===== src/rtl/clock_i2c_pkg.sv =====
// Shared definitions for the I2C temperature responder: FSM states,
// register map addresses and the default target address.
package clock_i2c_pkg;

  localparam logic [6:0] DEFAULT_DEV_ADDR = 7'h4B;

  localparam logic [7:0] REG_TEMP_MSB = 8'h00;
  localparam logic [7:0] REG_TEMP_LSB = 8'h01;
  localparam logic [7:0] REG_CFG      = 8'h03;
  localparam logic [7:0] REG_ID       = 8'h0B;

  typedef enum logic [3:0] {
    ST_IDLE,
    ST_ADDR,
    ST_ADDR_ACK,
    ST_PTR,
    ST_PTR_ACK,
    ST_WDATA,
    ST_WDATA_ACK,
    ST_RDATA,
    ST_RDATA_ACK
  } i2c_state_e;

endpackage


===== src/rtl/i2c_line_sync.sv =====
// Two-flop synchronizers for SCL/SDA plus SCL edge and START/STOP detection
// on the synchronized levels.
module i2c_line_sync (
  input  logic clk,
  input  logic rst,
  input  logic scl_i,
  input  logic sda_i,
  output logic sda_o,
  output logic scl_rise_o,
  output logic scl_fall_o,
  output logic start_o,
  output logic stop_o
);

  logic [1:0] scl_sync_q;
  logic [1:0] sda_sync_q;
  logic       scl_prev_q;
  logic       sda_prev_q;
  logic       scl_s;
  logic       sda_s;

  always_ff @(posedge clk or posedge rst) begin
    if (rst) begin
      scl_sync_q <= '1;
      sda_sync_q <= '1;
      scl_prev_q <= 1'b1;
      sda_prev_q <= 1'b1;
    end else begin
      scl_sync_q <= {scl_sync_q[0], scl_i};
      sda_sync_q <= {sda_sync_q[0], sda_i};
      scl_prev_q <= scl_sync_q[1];
      sda_prev_q <= sda_sync_q[1];
    end
  end

  assign scl_s = scl_sync_q[1];
  assign sda_s = sda_sync_q[1];

  assign sda_o      = sda_s;
  assign scl_rise_o = scl_s & ~scl_prev_q;
  assign scl_fall_o = ~scl_s & scl_prev_q;
  // SCL must be high in both cycles, so an SDA edge coincident with an SCL edge is data.
  assign start_o    = scl_s & scl_prev_q & sda_prev_q & ~sda_s;
  assign stop_o     = scl_s & scl_prev_q & ~sda_prev_q & sda_s;

endmodule


===== src/rtl/i2c_temp_responder.sv =====
// I2C target exposing an ADT7420-style register map: temperature snapshot,
// a writable config register and a fixed ID byte behind an 8-bit pointer.
module i2c_temp_responder
  import clock_i2c_pkg::*;
#(
  parameter logic [6:0] DEV_ADDR = DEFAULT_DEV_ADDR,
  parameter logic [7:0] ID_VALUE = 8'hCB
) (
  input  logic        clk,
  input  logic        rst,
  input  logic        scl_i,
  input  logic        sda_i,
  output logic        sda_oe,
  input  logic [15:0] temp_value,
  output logic [7:0]  cfg_reg,
  output logic        busy,
  output logic        addr_hit
);

  logic sda_s, scl_rise, scl_fall, start_det, stop_det;

  i2c_line_sync u_line_sync (
    .clk        (clk),
    .rst        (rst),
    .scl_i      (scl_i),
    .sda_i      (sda_i),
    .sda_o      (sda_s),
    .scl_rise_o (scl_rise),
    .scl_fall_o (scl_fall),
    .start_o    (start_det),
    .stop_o     (stop_det)
  );

  i2c_state_e  state_q, state_d;
  logic [3:0]  bitcnt_q, bitcnt_d;
  logic [7:0]  shift_q, shift_d;
  logic [7:0]  tx_q, tx_d;
  logic        rw_q, rw_d;
  logic        ack_q, ack_d;
  logic [7:0]  ptr_q, ptr_d;
  logic [7:0]  cfg_q, cfg_d;
  logic [15:0] snap_q, snap_d;
  logic        sda_oe_q, sda_oe_d;
  logic        busy_q, busy_d;
  logic        hit_q, hit_d;
  logic [7:0]  rd_byte;
  logic        byte_done;

  function automatic logic [7:0] reg_read(input logic [7:0] p, input logic [15:0] snap,
                                          input logic [7:0] cfg);
    case (p)
      REG_TEMP_MSB: return snap[15:8];
      REG_TEMP_LSB: return snap[7:0];
      REG_CFG:      return cfg;
      REG_ID:       return ID_VALUE;
      default:      return 8'h00;
    endcase
  endfunction

  assign rd_byte   = reg_read(ptr_q, snap_q, cfg_q);
  assign byte_done = (bitcnt_q == 4'd8);

  always_ff @(posedge clk or posedge rst) begin
    if (rst) begin
      state_q  <= ST_IDLE;
      bitcnt_q <= '0;
      shift_q  <= '0;
      tx_q     <= '0;
      rw_q     <= 1'b0;
      ack_q    <= 1'b0;
      ptr_q    <= '0;
      cfg_q    <= '0;
      snap_q   <= '0;
      sda_oe_q <= 1'b0;
      busy_q   <= 1'b0;
      hit_q    <= 1'b0;
    end else begin
      state_q  <= state_d;
      bitcnt_q <= bitcnt_d;
      shift_q  <= shift_d;
      tx_q     <= tx_d;
      rw_q     <= rw_d;
      ack_q    <= ack_d;
      ptr_q    <= ptr_d;
      cfg_q    <= cfg_d;
      snap_q   <= snap_d;
      sda_oe_q <= sda_oe_d;
      busy_q   <= busy_d;
      hit_q    <= hit_d;
    end
  end

  always_comb begin
    state_d  = state_q;
    bitcnt_d = bitcnt_q;
    shift_d  = shift_q;
    tx_d     = tx_q;
    rw_d     = rw_q;
    ack_d    = ack_q;
    ptr_d    = ptr_q;
    cfg_d    = cfg_q;
    snap_d   = snap_q;
    sda_oe_d = sda_oe_q;
    busy_d   = busy_q;
    hit_d    = 1'b0;

    if (start_det) begin
      state_d  = ST_ADDR;
      bitcnt_d = '0;
      sda_oe_d = 1'b0;
      busy_d   = 1'b0;
    end else if (stop_det) begin
      state_d  = ST_IDLE;
      sda_oe_d = 1'b0;
      busy_d   = 1'b0;
    end else begin
      case (state_q)
        ST_ADDR, ST_PTR, ST_WDATA: begin
          if (scl_rise && !byte_done) begin
            shift_d  = {shift_q[6:0], sda_s};
            bitcnt_d = bitcnt_q + 4'd1;
          end else if (scl_fall && byte_done) begin
            bitcnt_d = '0;
            if (state_q == ST_ADDR) begin
              if (shift_q[7:1] == DEV_ADDR) begin
                hit_d    = 1'b1;
                busy_d   = 1'b1;
                sda_oe_d = 1'b1;
                rw_d     = shift_q[0];
                if (shift_q[0]) snap_d = temp_value;
                state_d  = ST_ADDR_ACK;
              end else begin
                state_d  = ST_IDLE;
              end
            end else if (state_q == ST_PTR) begin
              ptr_d    = shift_q;
              sda_oe_d = 1'b1;
              state_d  = ST_PTR_ACK;
            end else begin
              if (ptr_q == REG_CFG) cfg_d = shift_q;
              ptr_d    = ptr_q + 8'd1;
              sda_oe_d = 1'b1;
              state_d  = ST_WDATA_ACK;
            end
          end
        end
        ST_ADDR_ACK: begin
          if (scl_fall) begin
            bitcnt_d = '0;
            if (rw_q) begin
              tx_d     = rd_byte;
              sda_oe_d = ~rd_byte[7];
              state_d  = ST_RDATA;
            end else begin
              sda_oe_d = 1'b0;
              state_d  = ST_PTR;
            end
          end
        end
        ST_PTR_ACK, ST_WDATA_ACK: begin
          if (scl_fall) begin
            sda_oe_d = 1'b0;
            state_d  = ST_WDATA;
          end
        end
        ST_RDATA: begin
          if (scl_rise && !byte_done) begin
            bitcnt_d = bitcnt_q + 4'd1;
          end else if (scl_fall) begin
            if (byte_done) begin
              // Pointer advances per byte sent; the ACK slot then loads from the new pointer.
              bitcnt_d = '0;
              ptr_d    = ptr_q + 8'd1;
              sda_oe_d = 1'b0;
              state_d  = ST_RDATA_ACK;
            end else begin
              tx_d     = {tx_q[6:0], tx_q[7]};
              sda_oe_d = ~tx_q[6];
            end
          end
        end
        ST_RDATA_ACK: begin
          if (scl_rise) begin
            ack_d = ~sda_s;
          end else if (scl_fall) begin
            if (ack_q) begin
              tx_d     = rd_byte;
              sda_oe_d = ~rd_byte[7];
              state_d  = ST_RDATA;
            end else begin
              sda_oe_d = 1'b0;
              state_d  = ST_IDLE;
            end
          end
        end
        default: ;
      endcase
    end
  end

  assign sda_oe   = sda_oe_q;
  assign cfg_reg  = cfg_q;
  assign busy     = busy_q;
  assign addr_hit = hit_q;

endmodule


===== config.mk =====
export PLATFORM = sky130hd
export DESIGN_NAME = i2c_temp_responder
export DESIGN_NICKNAME = d
export VERILOG_FILES = /design/src/rtl/clock_i2c_pkg.sv /design/src/rtl/i2c_line_sync.sv /design/src/rtl/i2c_temp_responder.sv
export SDC_FILE = /design/constraint.sdc
export NUM_CORES = 1
export LEC_CHECK = 0
export BUFFER_PORTS_ARGS = -buffer_cell sky130_fd_sc_hd__buf_2
export CAP_MARGIN = 20
export CORE_MARGIN = 3
export CORE_UTILIZATION = 50
export CTS_CLUSTER_SIZE = 8
export DETAILED_ROUTE_END_ITERATION = 16
export PLACE_DENSITY = 0.75
export RECOVER_POWER = 25
export SETUP_SLACK_MARGIN = 0.1
export SYNTH_ARGS = -nofsm -noshare
export SYNTH_HDL_FRONTEND = slang
export SYNTH_SLANG_ARGS = --single-unit

===== constraint.sdc =====
create_clock -name clk -period 3.4 [get_ports clk]
set_clock_uncertainty 0.2 [all_clocks]
set_input_delay 0.68 -clock clk [delete_from_list [all_inputs] [get_ports clk]]
set_output_delay 0.68 -clock clk [all_outputs]
set_load 0.02 [all_outputs]

[Word level (Yosys, flattened, before mapping)]
Index checks and enable logic that the tools add are counted.
Storage, ports and cells
  register bits: 67
  input bits: 20
  output and inout port bits: 11
  word-level logic and storage cells: 175
Cells by class
  add/sub/neg operators: 2
  eq/ne operators: 41
  muxes and demuxes: 73
  bitwise logic cells: 18
  reduce and logical (&&, ||, !) cells: 25
Operators by type and width (number)
  8-bit 2-to-1 mux: 15
  4-bit 2-to-1 mux: 20
  4-bit != test, second input constant: 12
  8-bit case mux with 4 select lines: 1
  1-bit 2-to-1 mux: 28
  2-bit != test, second input constant: 13
  8-bit case mux with 3 select lines: 1
  4-bit case mux with 5 select lines: 1
  10-bit AND reduction: 2
  4-bit by 3-bit == test with 1-bit output, second input constant: 4
  8-bit case mux with 2 select lines: 1
  8-bit AND reduction: 2
  3-bit nonzero test: 5
  4-bit case mux with 3 select lines: 1
  1-bit inverter: 11
  11-bit AND reduction: 1
  9-bit AND reduction: 1
  8-bit by 1-bit adder with 8-bit output, second input constant: 1
  4-bit by 2-bit == test with 1-bit output, second input constant: 2
  4-bit == test, second input constant: 2
  8-bit by 1-bit == test with 1-bit output, second input constant: 1
  8-bit by 2-bit == test with 1-bit output, second input constant: 1
  8-bit by 4-bit == test with 1-bit output, second input constant: 1
  8-bit logical NOT: 1
  other kinds (20): 31

[Logic depth before layout (Yosys ltp)]
  depth after elaboration: 9
  gate-level depth with buffers: 8
  mapped depth without buffers: 7

[Hierarchy]
Synthesis repeated with hierarchy kept, for this count alone.
Second synthesis, totals
  cell total of the unflattened synthesis: 323
  area, all modules: 3570.9 µm²
By module, submodules not included
  i2c_temp_responder: instances 1, cells each 312, area an instance 3377.0 µm², seq. area each 1526.5 µm²
  i2c_line_sync: instances 1, cells each 11, area an instance 193.9 µm², seq. area each 157.7 µm²

[Worst setup path before layout]
OpenSTA, ideal clock, no wires.
  kind: flip-flop to flip-flop
  from: reg u_line_sync.scl_prev_q
  to: reg snap_q[0]
  library setup time: 0.125 ns
  arrival: 2.127 ns
  data required time: 3.075 ns
  setup slack: 0.948 ns
  cell stages (with the launch flop): 7
  path buffers: 2
  period minus slack after synthesis: 2.452 ns
  cell sequence: dfstp_2 > buf_2 > nor2b_1 > nand2_1 > nor4_4 > buf_2 > mux2_2
Between the ends
  cells in the longest elaborated chain, start to end: 5
  elaborated cells between the ends (all ways): 14
  classes of those cells: 11 x bitwise; 3 x reduce/logical
RTL lines
  from (decl): RTL line i2c_line_sync.sv:17  | logic scl_prev_q;
  from (signal assigned): RTL line i2c_line_sync.sv:31  | scl_prev_q <= scl_sync_q[1];
  1-bit bitwise AND / 1-bit inverter (equally long branches): RTL line i2c_line_sync.sv:43, i2c_line_sync.sv:44, i2c_line_sync.sv:40
  1-bit bitwise AND, on equally long branches: RTL line i2c_line_sync.sv:44, i2c_line_sync.sv:40, i2c_line_sync.sv:43
  1-bit bitwise AND (tied with other cells): RTL line i2c_line_sync.sv:44  | assign stop_o = scl_s & scl_prev_q & ~sda_prev_q & sda_s;
  1-bit inverter (no line)
  8-bit AND reduction (no line) (*)
  to (signal assigned): RTL line i2c_temp_responder.sv:86  | snap_q <= snap_d;
  to (decl): RTL line i2c_temp_responder.sv:42  | logic [15:0] snap_q, snap_d;
Mark *: on every way between the ends. The rest lies on a longest branch, timed or not.
A chain may end at the register's enable or synchronous reset.

[Final worst setup path]
  from: reg state_q[2]
  to: reg tx_q[2]
Between the ends
  cells in the longest elaborated chain, start to end: 3
  elaborated cells between the ends (all ways): 14
  classes of those cells: 11 x eq/ne; 1 x mux; 2 x reduce/logical
RTL lines
  from (decl): RTL line i2c_temp_responder.sv:34  | i2c_state_e state_q, state_d;
  from (signal assigned): RTL line i2c_temp_responder.sv:78  | state_q <= state_d;
  4-bit by 3-bit == test with 1-bit output (tied with other cells): RTL line i2c_temp_responder.sv:117  | case (state_q)
  2-bit != test (no line) / 3-bit nonzero test (equally long branches)
  11-bit AND reduction (no line)
  to (signal assigned): RTL line i2c_temp_responder.sv:81  | tx_q <= tx_d;
  to (decl): RTL line i2c_temp_responder.sv:37  | logic [7:0] tx_q, tx_d;
Parallel ways exist; a longest one is shown, timed or not.

==> results.md <==
- Outcome: finished clean
- Max Cap Viol: 0
- Number of synthesized flops with an enable pin: 0
- Commonest non-fill, non-tap cell in the layout: dfrtp_1
- Congestion Overflow GR: 0
- Max reg flops: 16
- Max-slew headroom: 15.9%
- ANT nets after route: 0
- Primary FF master, synth: dfrtp_1
- Synthesized area: between 3000 and 4000 µm²
- Critical path type: flip-flop to flip-flop
- Syn Inst Count: 325
- Slew @ Worst Pin: approximately 1.3 ns
- CTS tree: built
- FILL cells: around 560
- Drt first pass iters: 5
- Total track usage: a little over a fifth
- Via count: between 2000 and 3000
- Initial antenna violation count: 0
- CTS clock-pin slew for the worst setup and hold paths: ~0.070 ns
- Total CTS buffers: 9
- H-tree levels: 3
- P_leak: around 0.0018 µW
- P&R area growth vs syn: 12.3%
- Die width: around 89 µm
- WL per Instance: 17.5 µm
- Pwr Density: approximately 640 nW/µm²
- Post-synthesis sequential area ratio: 48.5%
- Final count of pins violating max slew: 0
- YS warnings: 0
- Later-pin clock latency in the skew report: 0.35 ns
- Final Hold Vio Count: 0
- Vias in the first global route: between 2000 and 3000
- Row count: 29
- Clock root buffer: clkbuf_8
- Delay of the slowest critical-path stage: between 0.6 and 0.7 ns
- Worst EP arrival: roughly 2.7 ns
- Hold worst-path end: u_line_sync.sda_sync_q[1]$_DFF_PP1_
- Req. time, crit path: between 3 and 4 ns
- Crit path cell chain: or4b_1 > or3b_4 > a21oi_4 > o211ai_1 > o21a_1
- Hold path start: u_line_sync.sda_sync_q[0]$_DFF_PP1_
- Hold path depth: 0
- Worst-path maximum fanout: 17
- CTS Sinks: 67
- # diodes: 0
- F_max: 374 MHz
- Worst R2R Path Depth: 5
- Fraction of layout cells with a size suffix above 1: between 20 and 30%
- Max Buffers Root-to-Sink: 2
- Tmin final: 2.67 ns
- GP Congestion: ~0.91
- Crit. End Element: flip-flop
- Fin Setup TNS: 0 ns
- Flops & latches, synth: 67
- Number of I/O pins: 31
- Die area: between 7000 and 8000 µm²
- Largest net degree at the start of global routing: 33
- DRC viols: 0
- Initial core utilization: around 53%
- Post-Syn Nets: between 300 and 400
- Worst Setup SP: state_q[2]$_DFFE_PP0P_
- Async set or reset register ratio after synthesis: 100%
- First-pass GRT wire length: ~13000 µm
- Crit-path slowest cell: or4b_1
- PortBufs: 30
- Fin nets: 381
- Post-Route WL: between 7000 and 8000 µm
- Final HPWL DP: around 5500 µm
- Flop-to-flop setup slack: between 0.7 and 0.8 ns
- RR Endpoint: tx_q[2]$_DFFE_PP0P_
- DP Area: 3680 µm²
- Startpoint types: flip-flop
- Final period util: between 70% and 80%
- Post-CTS Hold Buffers: 0
- Post-CTS setup buffers: 0
- Initial drt markers: between 150 and 200
- Core footprint: ~6500 µm²
- Most frequent cells in the layout: dfrtp_1, mux2_2, buf_2
- Final instance area: slightly below 4000 µm²
- Post-cts sizing count: 0
- Final setup fails: 0
- HP Class: flip-flop to flip-flop
- Yosys cell types: 57
- Maximum VDD drop: approximately 0.36 mV
- Top reg by flops: snap_q
- RSZ-0062 raised after global routing: no
- Vias per Instance: between 6 and 7
- Die Y-Extent: 89.3 µm
- Synthesized area per cell: 10.7 µm²
- FF-to-FF Start: state_q[2]$_DFFE_PP0P_
[synth_stat cells, drive strengths merged (6+ instances only)]
cell type | n | area share [%]
o211ai | 7 | 1.5
dfstp | 6 | 4.5
o21ai | 13 | 1.9
nand2 | 27 | 2.9
a31oi | 7 | 1.4
mux2 | 37 | 12
nand3 | 12 | 1.7
nand2b | 6 | 1.1
nor2 | 17 | 1.9
o21a | 6 | 1.3
inv | 12 | 1.3
clkbuf | 8 | 0.87
dfrtp | 61 | 44
a21oi | 15 | 2.5
buf | 8 | 1.4
a22oi | 9 | 1.9
o22ai | 8 | 1.4
[stage by stage]
stage	setup slack (ns)	utilization (%)	instances	total power, µW	hold WS [ns]
floorplan	0.847	-	325	1620	0.145
global placement	0.833	56.4	422	1770	0.147
detailed placement	0.783	56.4	422	1790	0.147
CTS	0.726	59.7	437	2510	0.158
global route	0.578	59.7	437	2660	0.167
finish	0.727	59.7	437	2510	0.162
[layer usage]
layer	global-route usage [%]	up-vias	wire length, µm
met5	0	-	0
met4	8.66	0	153
met3	4.98	15	354
met2	32.8	87	3600
met1	28.3	1331	3530
li1	-	1277	-
[logic make-up after synthesis]
logic type               synth area share [%]
multiplexers                             12.3
AO/OA/AOI/OAI                            17.7
adder cells (fa/ha/maj)                  1.80
buffers and inverters                    3.60
flip-flops                               48.5
XOR/XNOR                                0.252
AND/OR/NAND/NOR                          15.9
[critical path: cells and delay by family (launching register included)]
| kind | cells | cell delay, ns |
|---|---|---|
| DFF | 1 | 0.56 |
| and+or+nand+nor | 2 | 1.11 |
| AOI/OAI and AO/OA | 3 | 0.69 |
[report_power, final]
group	internal, µW	total, µW	switching [µW]
Combinational	315	661	346
Sequential	923	1130	203
Clock	409	720	311
Total	1650	2510	860
[worst max-delay path by stage]
stage,to,cells past startpoint
after floorplan,ack_q$_DFFE_PP0P_,1
after global placement,tx_q[4]$_DFFE_PP0P_,5
after detailed placement,tx_q[2]$_DFFE_PP0P_,5
after CTS,tx_q[2]$_DFFE_PP0P_,5
after global routing,state_q[1]$_DFFE_PP0P_,5
final,tx_q[2]$_DFFE_PP0P_,5
[layout make-up]
cell class / count / area [µm²] / share of cell area [%]
Timing Repair Buffer: 36 / 195 / 5.01
Multi-Input combinational cell: 230 / 1660 / 42.6
Tap cell: 77 / 96.3 / 2.47
Inverter: 12 / 45.0 / 1.16
Clock inverter: 6 / 91.3 / 2.34
Clock buffer: 9 / 124 / 3.18
Sequential cell: 67 / 1680 / 43.2
No activity file was read; power rests on OpenSTA's default activity.
